<file path="src/rtl/gobang_pkg.sv">
// Shared types and pattern weights for the gobang line scorer.
package gobang_pkg;

  typedef enum logic [1:0] {
    EMPTY  = 2'd0,
    OWN    = 2'd1,
    OPP    = 2'd2,
    BORDER = 2'd3
  } cell_t;

  typedef enum logic [1:0] {
    ST_IDLE  = 2'd0,
    ST_SCAN  = 2'd1,
    ST_FLUSH = 2'd2,
    ST_DONE  = 2'd3
  } state_t;

  localparam int WEIGHT_W = 32;
  localparam logic [WEIGHT_W-1:0] FIVE_WEIGHT = 32'd100000;

  // weight[0]=0, weight[c]=10^(c-1), weight[win_len]=100000; meant for constant arguments.
  function automatic logic [WEIGHT_W-1:0] weight_of(input int unsigned c, input int unsigned win_len);
    logic [WEIGHT_W-1:0] w;
    w = 32'd1;
    for (int unsigned i = 1; i < c; i++) begin
      w = w * 32'd10;
    end
    if (c == 0) begin
      w = '0;
    end else if (c >= win_len) begin
      w = FIVE_WEIGHT;
    end
    return w;
  endfunction

endpackage

</file>
<file path="src/rtl/gobang_window_eval.sv">
// Combinational evaluation of one WIN_LEN-cell window: per-side weight and five flags.
module gobang_window_eval
  import gobang_pkg::*;
#(
  parameter int WIN_LEN = 5
) (
  input  logic [2*WIN_LEN-1:0] i_window,
  output logic [WEIGHT_W-1:0]  o_own_w,
  output logic [WEIGHT_W-1:0]  o_opp_w,
  output logic                 o_five_own,
  output logic                 o_five_opp
);

  localparam int CNT_W = $clog2(WIN_LEN + 1);

  cell_t               cells [WIN_LEN];
  logic [WEIGHT_W-1:0] wtab  [WIN_LEN+1];
  logic [CNT_W-1:0]    n_own;
  logic [CNT_W-1:0]    n_opp;
  logic                has_border;
  logic                blocked;

  genvar gi;
  generate
    for (gi = 0; gi < WIN_LEN; gi++) begin : g_cells
      assign cells[gi] = cell_t'(i_window[2*gi +: 2]);
    end
    for (gi = 0; gi <= WIN_LEN; gi++) begin : g_wtab
      assign wtab[gi] = weight_of(gi, WIN_LEN);
    end
  endgenerate

  always_comb begin
    n_own      = '0;
    n_opp      = '0;
    has_border = 1'b0;
    for (int i = 0; i < WIN_LEN; i++) begin
      if (cells[i] == OWN)    n_own = n_own + CNT_W'(1);
      if (cells[i] == OPP)    n_opp = n_opp + CNT_W'(1);
      if (cells[i] == BORDER) has_border = 1'b1;
    end
  end

  // A window that is cut by the border or shared by both sides can never become a five.
  assign blocked    = has_border || ((n_own != '0) && (n_opp != '0));
  assign o_own_w    = blocked ? '0 : wtab[n_own];
  assign o_opp_w    = blocked ? '0 : wtab[n_opp];
  assign o_five_own = !blocked && (n_own == CNT_W'(WIN_LEN));
  assign o_five_opp = !blocked && (n_opp == CNT_W'(WIN_LEN));

endmodule

</file>
<file path="src/rtl/gobang_line_scorer.sv">
// Streams one board line, scores every WIN_LEN window per side and flags fives.
// Build option: GOBANG_SCORE_SAT_EN makes the score accumulators saturate instead of wrap.
module gobang_line_scorer
  import gobang_pkg::*;
#(
  parameter int BOARD_N = 15,
  parameter int WIN_LEN = 5,
  parameter int SCORE_W = 25
) (
  input  logic               i_clk,
  input  logic               i_rst_n,
  input  logic               i_start,
  input  logic               i_cell_valid,
  input  logic [1:0]         i_cell,
  input  logic               i_cell_last,
  output logic               o_cell_ready,
  output logic [SCORE_W-1:0] o_score_own,
  output logic [SCORE_W-1:0] o_score_opp,
  output logic               o_five_own,
  output logic               o_five_opp,
  output logic               o_busy,
  output logic               o_done
);

  localparam int CNT_W = $clog2(BOARD_N + 1);
  localparam int SUM_W = ((SCORE_W > WEIGHT_W) ? SCORE_W : WEIGHT_W) + 1;

  state_t               state_q, state_d;
  logic [CNT_W-1:0]     cnt_q, cnt_d;
  logic [2*WIN_LEN-1:0] window_q, window_d;
  logic                 xfer_q, xfer_d;
  logic                 eval_vld_q, eval_vld_d;
  logic [WEIGHT_W-1:0]  eval_own_q, eval_own_d;
  logic [WEIGHT_W-1:0]  eval_opp_q, eval_opp_d;
  logic                 eval_five_own_q, eval_five_own_d;
  logic                 eval_five_opp_q, eval_five_opp_d;
  logic [SCORE_W-1:0]   score_own_q, score_own_d;
  logic [SCORE_W-1:0]   score_opp_q, score_opp_d;
  logic                 five_own_q, five_own_d;
  logic                 five_opp_q, five_opp_d;

  logic                 xfer;
  logic [WEIGHT_W-1:0]  win_own_w;
  logic [WEIGHT_W-1:0]  win_opp_w;
  logic                 win_five_own;
  logic                 win_five_opp;

  gobang_window_eval #(
    .WIN_LEN(WIN_LEN)
  ) u_eval (
    .i_window  (window_q),
    .o_own_w   (win_own_w),
    .o_opp_w   (win_opp_w),
    .o_five_own(win_five_own),
    .o_five_opp(win_five_opp)
  );

  function automatic logic [SCORE_W-1:0] acc_add(input logic [SCORE_W-1:0] acc,
                                                 input logic [WEIGHT_W-1:0] w);
    logic [SUM_W-1:0]   sum;
    logic [SCORE_W-1:0] res;
    sum = SUM_W'(acc) + SUM_W'(w);
    res = sum[SCORE_W-1:0];
`ifdef GOBANG_SCORE_SAT_EN
    if (|sum[SUM_W-1:SCORE_W]) res = '1;
`endif
    return res;
  endfunction

  assign xfer = (state_q == ST_SCAN) && i_cell_valid;

  always_comb begin
    state_d         = state_q;
    cnt_d           = cnt_q;
    window_d        = window_q;
    xfer_d          = xfer;
    // The window only holds a full set of line cells once WIN_LEN cells have arrived.
    eval_vld_d      = xfer_q && (int'(cnt_q) >= WIN_LEN);
    eval_own_d      = win_own_w;
    eval_opp_d      = win_opp_w;
    eval_five_own_d = win_five_own;
    eval_five_opp_d = win_five_opp;
    score_own_d     = score_own_q;
    score_opp_d     = score_opp_q;
    five_own_d      = five_own_q;
    five_opp_d      = five_opp_q;

    if (eval_vld_q) begin
      score_own_d = acc_add(score_own_q, eval_own_q);
      score_opp_d = acc_add(score_opp_q, eval_opp_q);
      five_own_d  = five_own_q | eval_five_own_q;
      five_opp_d  = five_opp_q | eval_five_opp_q;
    end

    case (state_q)
      ST_IDLE: begin
        if (i_start) begin
          state_d     = ST_SCAN;
          cnt_d       = '0;
          window_d    = '0;
          score_own_d = '0;
          score_opp_d = '0;
          five_own_d  = 1'b0;
          five_opp_d  = 1'b0;
        end
      end
      ST_SCAN: begin
        if (xfer) begin
          window_d = {window_q[2*WIN_LEN-3:0], i_cell};
          cnt_d    = cnt_q + CNT_W'(1);
          if (i_cell_last || (cnt_q == CNT_W'(BOARD_N - 1))) state_d = ST_FLUSH;
        end
      end
      // Wait one cycle for the final window to be registered, then let it accumulate.
      ST_FLUSH: begin
        if (!xfer_q) state_d = ST_DONE;
      end
      ST_DONE: state_d = ST_IDLE;
      default: state_d = ST_IDLE;
    endcase
  end

  always_ff @(posedge i_clk or negedge i_rst_n) begin
    if (!i_rst_n) begin
      state_q         <= ST_IDLE;
      cnt_q           <= '0;
      window_q        <= '0;
      xfer_q          <= 1'b0;
      eval_vld_q      <= 1'b0;
      eval_own_q      <= '0;
      eval_opp_q      <= '0;
      eval_five_own_q <= 1'b0;
      eval_five_opp_q <= 1'b0;
      score_own_q     <= '0;
      score_opp_q     <= '0;
      five_own_q      <= 1'b0;
      five_opp_q      <= 1'b0;
    end else begin
      state_q         <= state_d;
      cnt_q           <= cnt_d;
      window_q        <= window_d;
      xfer_q          <= xfer_d;
      eval_vld_q      <= eval_vld_d;
      eval_own_q      <= eval_own_d;
      eval_opp_q      <= eval_opp_d;
      eval_five_own_q <= eval_five_own_d;
      eval_five_opp_q <= eval_five_opp_d;
      score_own_q     <= score_own_d;
      score_opp_q     <= score_opp_d;
      five_own_q      <= five_own_d;
      five_opp_q      <= five_opp_d;
    end
  end

  assign o_cell_ready = (state_q == ST_SCAN);
  assign o_busy       = (state_q == ST_SCAN) || (state_q == ST_FLUSH);
  assign o_done       = (state_q == ST_DONE);
  assign o_score_own  = score_own_q;
  assign o_score_opp  = score_opp_q;
  assign o_five_own   = five_own_q;
  assign o_five_opp   = five_opp_q;

endmodule

</file>
<file path="config.mk">
export PLATFORM = sky130hd
export DESIGN_NAME = gobang_line_scorer
export DESIGN_NICKNAME = d
export VERILOG_FILES = /design/src/rtl/gobang_pkg.sv /design/src/rtl/gobang_window_eval.sv /design/src/rtl/gobang_line_scorer.sv
export SDC_FILE = /design/constraint.sdc
export NUM_CORES = 1
export LEC_CHECK = 0
export ABC_CLOCK_PERIOD_IN_PS = 3400
export CAP_MARGIN = 5
export CORE_MARGIN = 1.5
export CORE_UTILIZATION = 25
export CTS_CLUSTER_SIZE = 8
export DETAILED_ROUTE_END_ITERATION = 7
export SETUP_SLACK_MARGIN = 0.15
export SLEW_MARGIN = 40
export SYNTH_ARGS = -nofsm -noshare
export SYNTH_HDL_FRONTEND = slang
export SYNTH_SLANG_ARGS = --single-unit
</file>
<file path="constraint.sdc">
create_clock -name i_clk -period 3.4 [get_ports i_clk]
set_input_delay 0.34 -clock i_clk [delete_from_list [all_inputs] [get_ports i_clk]]
set_output_delay 0.34 -clock i_clk [all_outputs]
set_load 0.01 [all_outputs]
</file>
==> results of run 1 <==
power breakdown:
| group | switching, uW | internal, uW |
|---|---|---|
| Sequential | 168 | 1240 |
| Combinational | 954 | 847 |
| Clock | 438 | 594 |
cell families after synthesis:
group	count (synthesis)	share of synthesized area (%)
AOI/OAI and AO/OA	143	17.1
xor gates and xnor gates	32	5.72
adders and majority gates	43	10.0
buffers and inverters	47	3.38
DFF	90	40.9
muxes	16	3.07
and+or+nand+nor	212	19.8
cell type report:
class / instances / area share [%]
Clock buffer: 11 / 3.55
Clock inverter: 5 / 0.916
Inverter: 25 / 1.37
Multi-Input combinational cell: 446 / 45.7
Sequential cell: 90 / 33.0
Tap cell: 280 / 5.13
Timing Repair Buffer: 74 / 10.4
worst max-delay path: cells and delay by family (launching register included):
family                     cells  cell delay (ns)
adders and majority gates      3             0.74
DFF                            1             0.42
and+or+nand+nor                7             1.40
xor gates and xnor gates       3             0.48
path summary, 6_finish.rpt:
check | to | slack (ns) | cells past startpoint
setup / recovery | eval_opp_q[1] | 0.30 | 13
hold / removal | o_five_opp | 0.50 | 2
setup reg to reg | eval_opp_q[1] | 0.30 | 13
hold reg to reg | o_five_opp | 0.50 | 2
max in group asynchronous | window_q[7] | 2.12 | 3
min in group asynchronous | o_score_own[24] | 0.53 | 2
synth_stat cells, types with 4 or more instances:
library cell and n:
nor2_1 61, a211oi_1 10, xnor2_1 12, nand2_1 36
buf_1 4, nand3b_1 8, inv_1 24, and2_1 5
ha_1 41, dfrtp_1 90, clkbuf_1 15, and3_1 9
nand3_1 23, nor3_1 14, nand4_1 6, o21a_1 6
xor2_1 17, o21ai_0 35, nor2b_1 8, or3_1 7
mux2i_1 12, a21o_1 10, a22o_1 11, nand2b_1 16
a21oi_1 37
cells in the final DEF (no fill, tap or decap), types with 3 or more instances in the layout:
cell type / n
a211oi_1: 10
a21o_1: 10
a21oi_1: 37
a22o_1: 11
a31o_2: 3
a31oi_1: 3
and2_1: 5
and3_1: 9
and4_1: 3
buf_4: 13
clkbuf_16: 9
clkdlybuf4s50_1: 60
dfrtp_1: 90
ha_1: 39
inv_1: 24
mux2_2: 3
mux2i_1: 12
nand2_1: 36
nand2b_1: 15
nand3_1: 23
nand3b_1: 8
nand4_1: 6
nor2_1: 61
nor2b_1: 8
nor3_1: 14
nor3b_1: 3
o211ai_1: 3
o21a_1: 6
o21ai_0: 35
o31a_1: 3
o31ai_1: 3
or3_1: 7
xnor2_1: 11
xor2_1: 16
registers in the layout, indices dropped and copies added, names as in the netlist, 2 cells and up:
register	flops
cnt_q	4
eval_opp_q	9
eval_own_q	9
o_score_opp	25
o_score_own	25
state_q	2
window_q	10
per-layer routing:
layer	GRT usage, %	vias up	share of wire [%]
li1	-	2230	-
met1	16.1	2126	50
met2	19.2	48	47
met3	2.66	2	2.4
met4	3.20	0	0.34
met5	0	-	0
through the flow:
step / total power (uW) / setup slack (ns) / util [%]
after floorplan: 2650 / 0.365 / -
after global placement: 3130 / 0.238 / 29.7
after detailed placement: 3150 / 0.221 / 29.7
after CTS: 4220 / 0.201 / 31.1
after global routing: 4570 / 0.0754 / 31.4
final: 4240 / 0.302 / 31.4
repair_timing:
item	in CTS	in global routing
hold buffers	1	0
endpoints found under the hold margin	32	0
endpoints found under the setup margin	0	14
gates resized for setup	0	5
buffers inserted	0	1
==> impl_metrics.env, run 1 <==
export IMPL_clock_latency_ns=0.35
export IMPL_hold_path_startpoint="eval_five_opp_q"
export IMPL_die_area_um2=22900
export IMPL_syn_num_nets=633
export IMPL_final_cells=931
export IMPL_gp_congestion=0.759
export IMPL_dp_hpwl_um=9440
export IMPL_slew_viol_final=0
export IMPL_worstMarginPinSlew_ns=0.629
export IMPL_rows=54
export IMPL_ys_seq_area_share_pct=40.9
export IMPL_vias=4406
export IMPL_cts_buffers_inserted=9
export IMPL_post_synth_num_cell_types=65
export IMPL_tns_ns=0
export IMPL_core_um2=21800
export IMPL_power_leakage_uw=0.00313
export IMPL_cts_sinks=90
export IMPL_hold_slack_ns=0.499
export IMPL_routed_wl_um=12800
export IMPL_wl_per_cell_um=13.8
export IMPL_power_density_nw_per_um2=621
export IMPL_critPathKind="reg -> reg"
export IMPL_tritoncts="yes"
export IMPL_multi_input_area_um2=3120
export IMPL_cp_arrival_ns=3.38
export IMPL_finalCriticalPeriod_ns=3.10
export IMPL_cp_required_ns=3.68
export IMPL_portBuffers=61
export IMPL_maxCapViolations=0
export IMPL_synth_area_um2=5510
export IMPL_grt_first_pass_wirelength_um=21500
export IMPL_antenna_found_initial=0
export IMPL_cts_clk_slew_worst_paths_ns=0.06
export IMPL_drt_iter0_drc=213
export IMPL_regArea_um2=2250
export IMPL_critical_path_max_stage_delay_ns=0.58
export IMPL_die_x_um=151
export IMPL_grt_max_degree=44
export IMPL_ys_ff_latch=90
export IMPL_cp_max_fo=5
export IMPL_async_flop_share_pct=100
export IMPL_timing_rr_start="window_q[1]"
export IMPL_critPathSlowestCell="or4_4"
export IMPL_path_cells="nand2b_1 -> ha_4 -> xor2_1 -> ha_1 -> nand2_1 -> nand2_1 -> ha_1 -> nand3b_1 -> xor2_2 -> xnor2_1 -> or4_4 -> or2_4 -> nor2_1"
export IMPL_relSlewSlack_pct=57.6
export IMPL_dpl_cell_count=913
export IMPL_finalSetupViolations=0
export IMPL_fin_crit_sh_pct=91.1
export IMPL_drc=0
export IMPL_rsz0062_at_grt="true"
export IMPL_grt_overflow=0
export IMPL_die_height_um=151
export IMPL_first_pass_iters=4
export IMPL_synth_edf_count=0
export IMPL_ant_nets=0
export IMPL_synth_ff_type="dfrtp_1"
export IMPL_nNetsFinal=696
export IMPL_ios=62
export IMPL_drive_gt1_share_pct=7.68
export IMPL_track_usage_pct=11.9
export IMPL_via_per_inst=4.73
export IMPL_ys_warn_count=0
export IMPL_cts_buffer_depth=2
export IMPL_crit_path_start="window_q[1]"
export IMPL_syn_to_final_growth_pct=23.9
export IMPL_htreeDepth=3
export IMPL_synth_area_top_cells="dfrtp_1 (41%), ha_1 (9.3%), nor2_1 (4.2%)"
export IMPL_start_util_pct=25.3
export IMPL_syn_avg_cell_area_um2=9.45
export IMPL_finalHoldViolCount=0
export IMPL_netlist_top_cell_by_area="dfrtp_1"
export IMPL_finish_instance_area_um2=6830
export IMPL_root_buffer="clkbuf_16"
export IMPL_fmax_mhz=323
export IMPL_end_kind="flop"
export IMPL_hold_path_class="reg -> reg"
export IMPL_vdd_drop_max_mv=0.358
export IMPL_worstSetupStartpointType="flop"
export IMPL_yosys_area_top_type_share_pct=40.9
export IMPL_skew_ns=0.00736
export IMPL_n_fill_cell=2261
export IMPL_status="complete, no violations"
export IMPL_antenna_diode_count=0
export IMPL_placed_cell_area_um2=6460
export IMPL_synthCells=583
export IMPL_first_global_vias=4221
No activity file was read; power rests on OpenSTA's default activity.
==> inputs of run 2 (changes only) <==
--- a/config.mk
+++ b/config.mk
@@ -11,6 +11,7 @@
 export CORE_UTILIZATION = 25
 export CTS_CLUSTER_SIZE = 8
 export DETAILED_ROUTE_END_ITERATION = 7
+export HOLD_SLACK_MARGIN = 0.06
 export SETUP_SLACK_MARGIN = 0.15
 export SLEW_MARGIN = 40
 export SYNTH_ARGS = -nofsm -noshare
==> results of run 2 <==
The final DEF is identical to that of run 1; final timing and power are the same.
==> inputs of run 3 (changes only) <==
--- a/config.mk
+++ b/config.mk
@@ -12,6 +12,7 @@
 export CTS_CLUSTER_SIZE = 8
 export DETAILED_ROUTE_END_ITERATION = 7
 export HOLD_SLACK_MARGIN = 0.06
+export RECOVER_POWER = 25
 export SETUP_SLACK_MARGIN = 0.15
 export SLEW_MARGIN = 40
 export SYNTH_ARGS = -nofsm -noshare
==> impl_metrics.env, run 3 (synthesis results as in run 1) <==
export IMPL_reg2regPathDepth=13
export IMPL_cts_clk_slew_worst_paths_ns=0.06
export IMPL_comb_power_share_pct=42.5
export IMPL_critPathKind="reg -> reg"
export IMPL_core_um2=21800
export IMPL_first_global_vias=4221
export IMPL_hold_slack_ns=0.499
export IMPL_die_area_um2=22900
export IMPL_regArea_um2=2250
export IMPL_antenna_found_initial=0
export IMPL_fmax_mhz=323
export IMPL_grt_max_degree=44
export IMPL_cts_buffers_inserted=9
export IMPL_n_fill_cell=2261
export IMPL_rsz0062_at_grt="true"
export IMPL_end_kind="flop"
export IMPL_power_leakage_uw=0.00312
export IMPL_rows=54
export IMPL_grt_overflow=0
export IMPL_syn_to_final_growth_pct=23.9
export IMPL_start_util_pct=25.3
export IMPL_power_frac_seq_pct=33.2
export IMPL_grt_first_pass_wirelength_um=21500
export IMPL_tns_ns=0
export IMPL_dp_hpwl_um=9440
export IMPL_power_internal_uw=2680
export IMPL_portBuffers=61
export IMPL_finalCriticalPeriod_ns=3.10
export IMPL_nNetsFinal=696
export IMPL_drt_iter0_drc=215
export IMPL_timing_rr_start="window_q[1]"
export IMPL_rrSetupSlack_ns=0.30
export IMPL_layout_common_cells="dfrtp_1 (90), nor2_1 (61), clkdlybuf4s50_1 (60), ha_1 (39), a21oi_1 (37)"
export IMPL_skew_ns=0.00736
export IMPL_hold_path_cell_count=2
export IMPL_hold_path_class="reg -> reg"
export IMPL_first_pass_iters=4
export IMPL_finish_instance_area_um2=6830
export IMPL_fin_crit_sh_pct=91.1
export IMPL_ios=62
export IMPL_relSlewSlack_pct=-53.6
export IMPL_cts_buffer_depth=2
export IMPL_drc=0
export IMPL_vias=4406
export IMPL_die_x_um=151
export IMPL_slew_viol_final=42
export IMPL_final_common_cell="dfrtp_1"
export IMPL_routed_wl_um=12800
export IMPL_htreeDepth=3
export IMPL_finalSetupViolations=0
export IMPL_root_buffer="clkbuf_16"
export IMPL_sw_frac_of_total_pct=36.8
export IMPL_r2r_end="eval_opp_q[1]"
export IMPL_track_usage_pct=11.9
export IMPL_utilization_pct=31.4
export IMPL_placed_cell_area_um2=6460
export IMPL_antenna_diode_count=0
export IMPL_vdd_drop_max_mv=0.358
export IMPL_clock_latency_ns=0.35
export IMPL_cp_required_ns=3.68
export IMPL_ant_nets=0
export IMPL_die_height_um=151
export IMPL_status="complete, but fails checks"
export IMPL_power_density_nw_per_um2=621
export IMPL_tritoncts="yes"
export IMPL_p_sw_uw=1560
export IMPL_cp_max_fo=5
export IMPL_cp_arrival_ns=3.38
export IMPL_failed_checks="capacitance limit, slew limit"
export IMPL_hold_path_startpoint="eval_five_opp_q"
export IMPL_multi_input_area_um2=3120
export IMPL_cts_sinks=90
export IMPL_hold_path_end="o_five_opp"
export IMPL_maxCapViolations=1
export IMPL_worstMarginPinSlew_ns=2.30
export IMPL_wl_per_cell_um=13.8
export IMPL_p_clk_share_pct=24.3
export IMPL_drive_gt1_share_pct=7.53
export IMPL_worstSetupStartpointType="flop"
export IMPL_gp_congestion=0.759
export IMPL_via_per_inst=4.73
export IMPL_finalHoldViolCount=0
run 3: cell count changes in the layout (fill, tap and decap cells not counted), sizes merged:
cell and change:
clkbuf +1, buf -1
run 3: how the worst max path moves through the flow:
stage	depth (start not counted)	endpoint	from	slack, ns
finish	13	eval_opp_q[1]	window_q[1]	0.30
floorplan	13	eval_own_q[1]	window_q[0]	0.37
global placement	13	eval_opp_q[1]	window_q[1]	0.24
detailed placement	13	eval_opp_q[1]	window_q[1]	0.22
global route	14	eval_opp_q[1]	window_q[1]	0.08
CTS	13	eval_opp_q[1]	window_q[1]	0.20
run 3: cell type report:
cell class | count | share of cell area [%]
multi-input combinational | 446 | 45.7
sequential | 90 | 33.0
timing repair buffer | 74 | 10.3
tap | 280 | 5.13
clock buffer | 11 | 3.56
inverter | 25 | 1.37
clock inverter | 5 | 0.917
run 3: metrics by stage:
stage	instances	setup slack, ns	total power, uW
final	931	0.302	4240
after global routing	931	0.0754	4570
after CTS	930	0.201	4220
after detailed placement	913	0.221	3150
after global placement	913	0.238	3130
after floorplan	583	0.365	2650
run 3: routing by layer:
layer | vias up | routed length [um] | global-route usage, %
li1 | 2230 | - | -
met1 | 2126 | 6420 | 16.1
met2 | 48 | 6070 | 19.2
met3 | 2 | 309 | 2.66
met4 | 0 | 44 | 3.20
met5 | - | 0 | 0
run 3: power by group through the flow:
stage          Combinational [uW]  Clock (uW)  Sequential (uW)
2_1_floorplan                1260           0             1390
6_report                     1800        1030             1410
3_5_place_dp                 1710           0             1430
4_1_cts                      1730        1080             1410
5_1_grt                      2020        1120             1430
3_3_place_gp                 1700           0             1430
run 3: worst max-delay path, cell delays in order, from the launching register on:
cell	delay, ns
dfrtp_1	0.42
nand2b_1	0.21
ha_4	0.27
xor2_1	0.16
ha_1	0.29
nand2_1	0.08
nand2_1	0.06
ha_1	0.18
nand3b_1	0.12
xor2_2	0.19
xnor2_1	0.13
or4_4	0.58
or2_4	0.26
nor2_1	0.09
run 3: timing repair:
item,in CTS,in global routing
hold buffers,1,0
buffers inserted,0,1
endpoints found under the hold margin,39,0
setup endpoints to repair,0,14
gates resized for setup,0,5
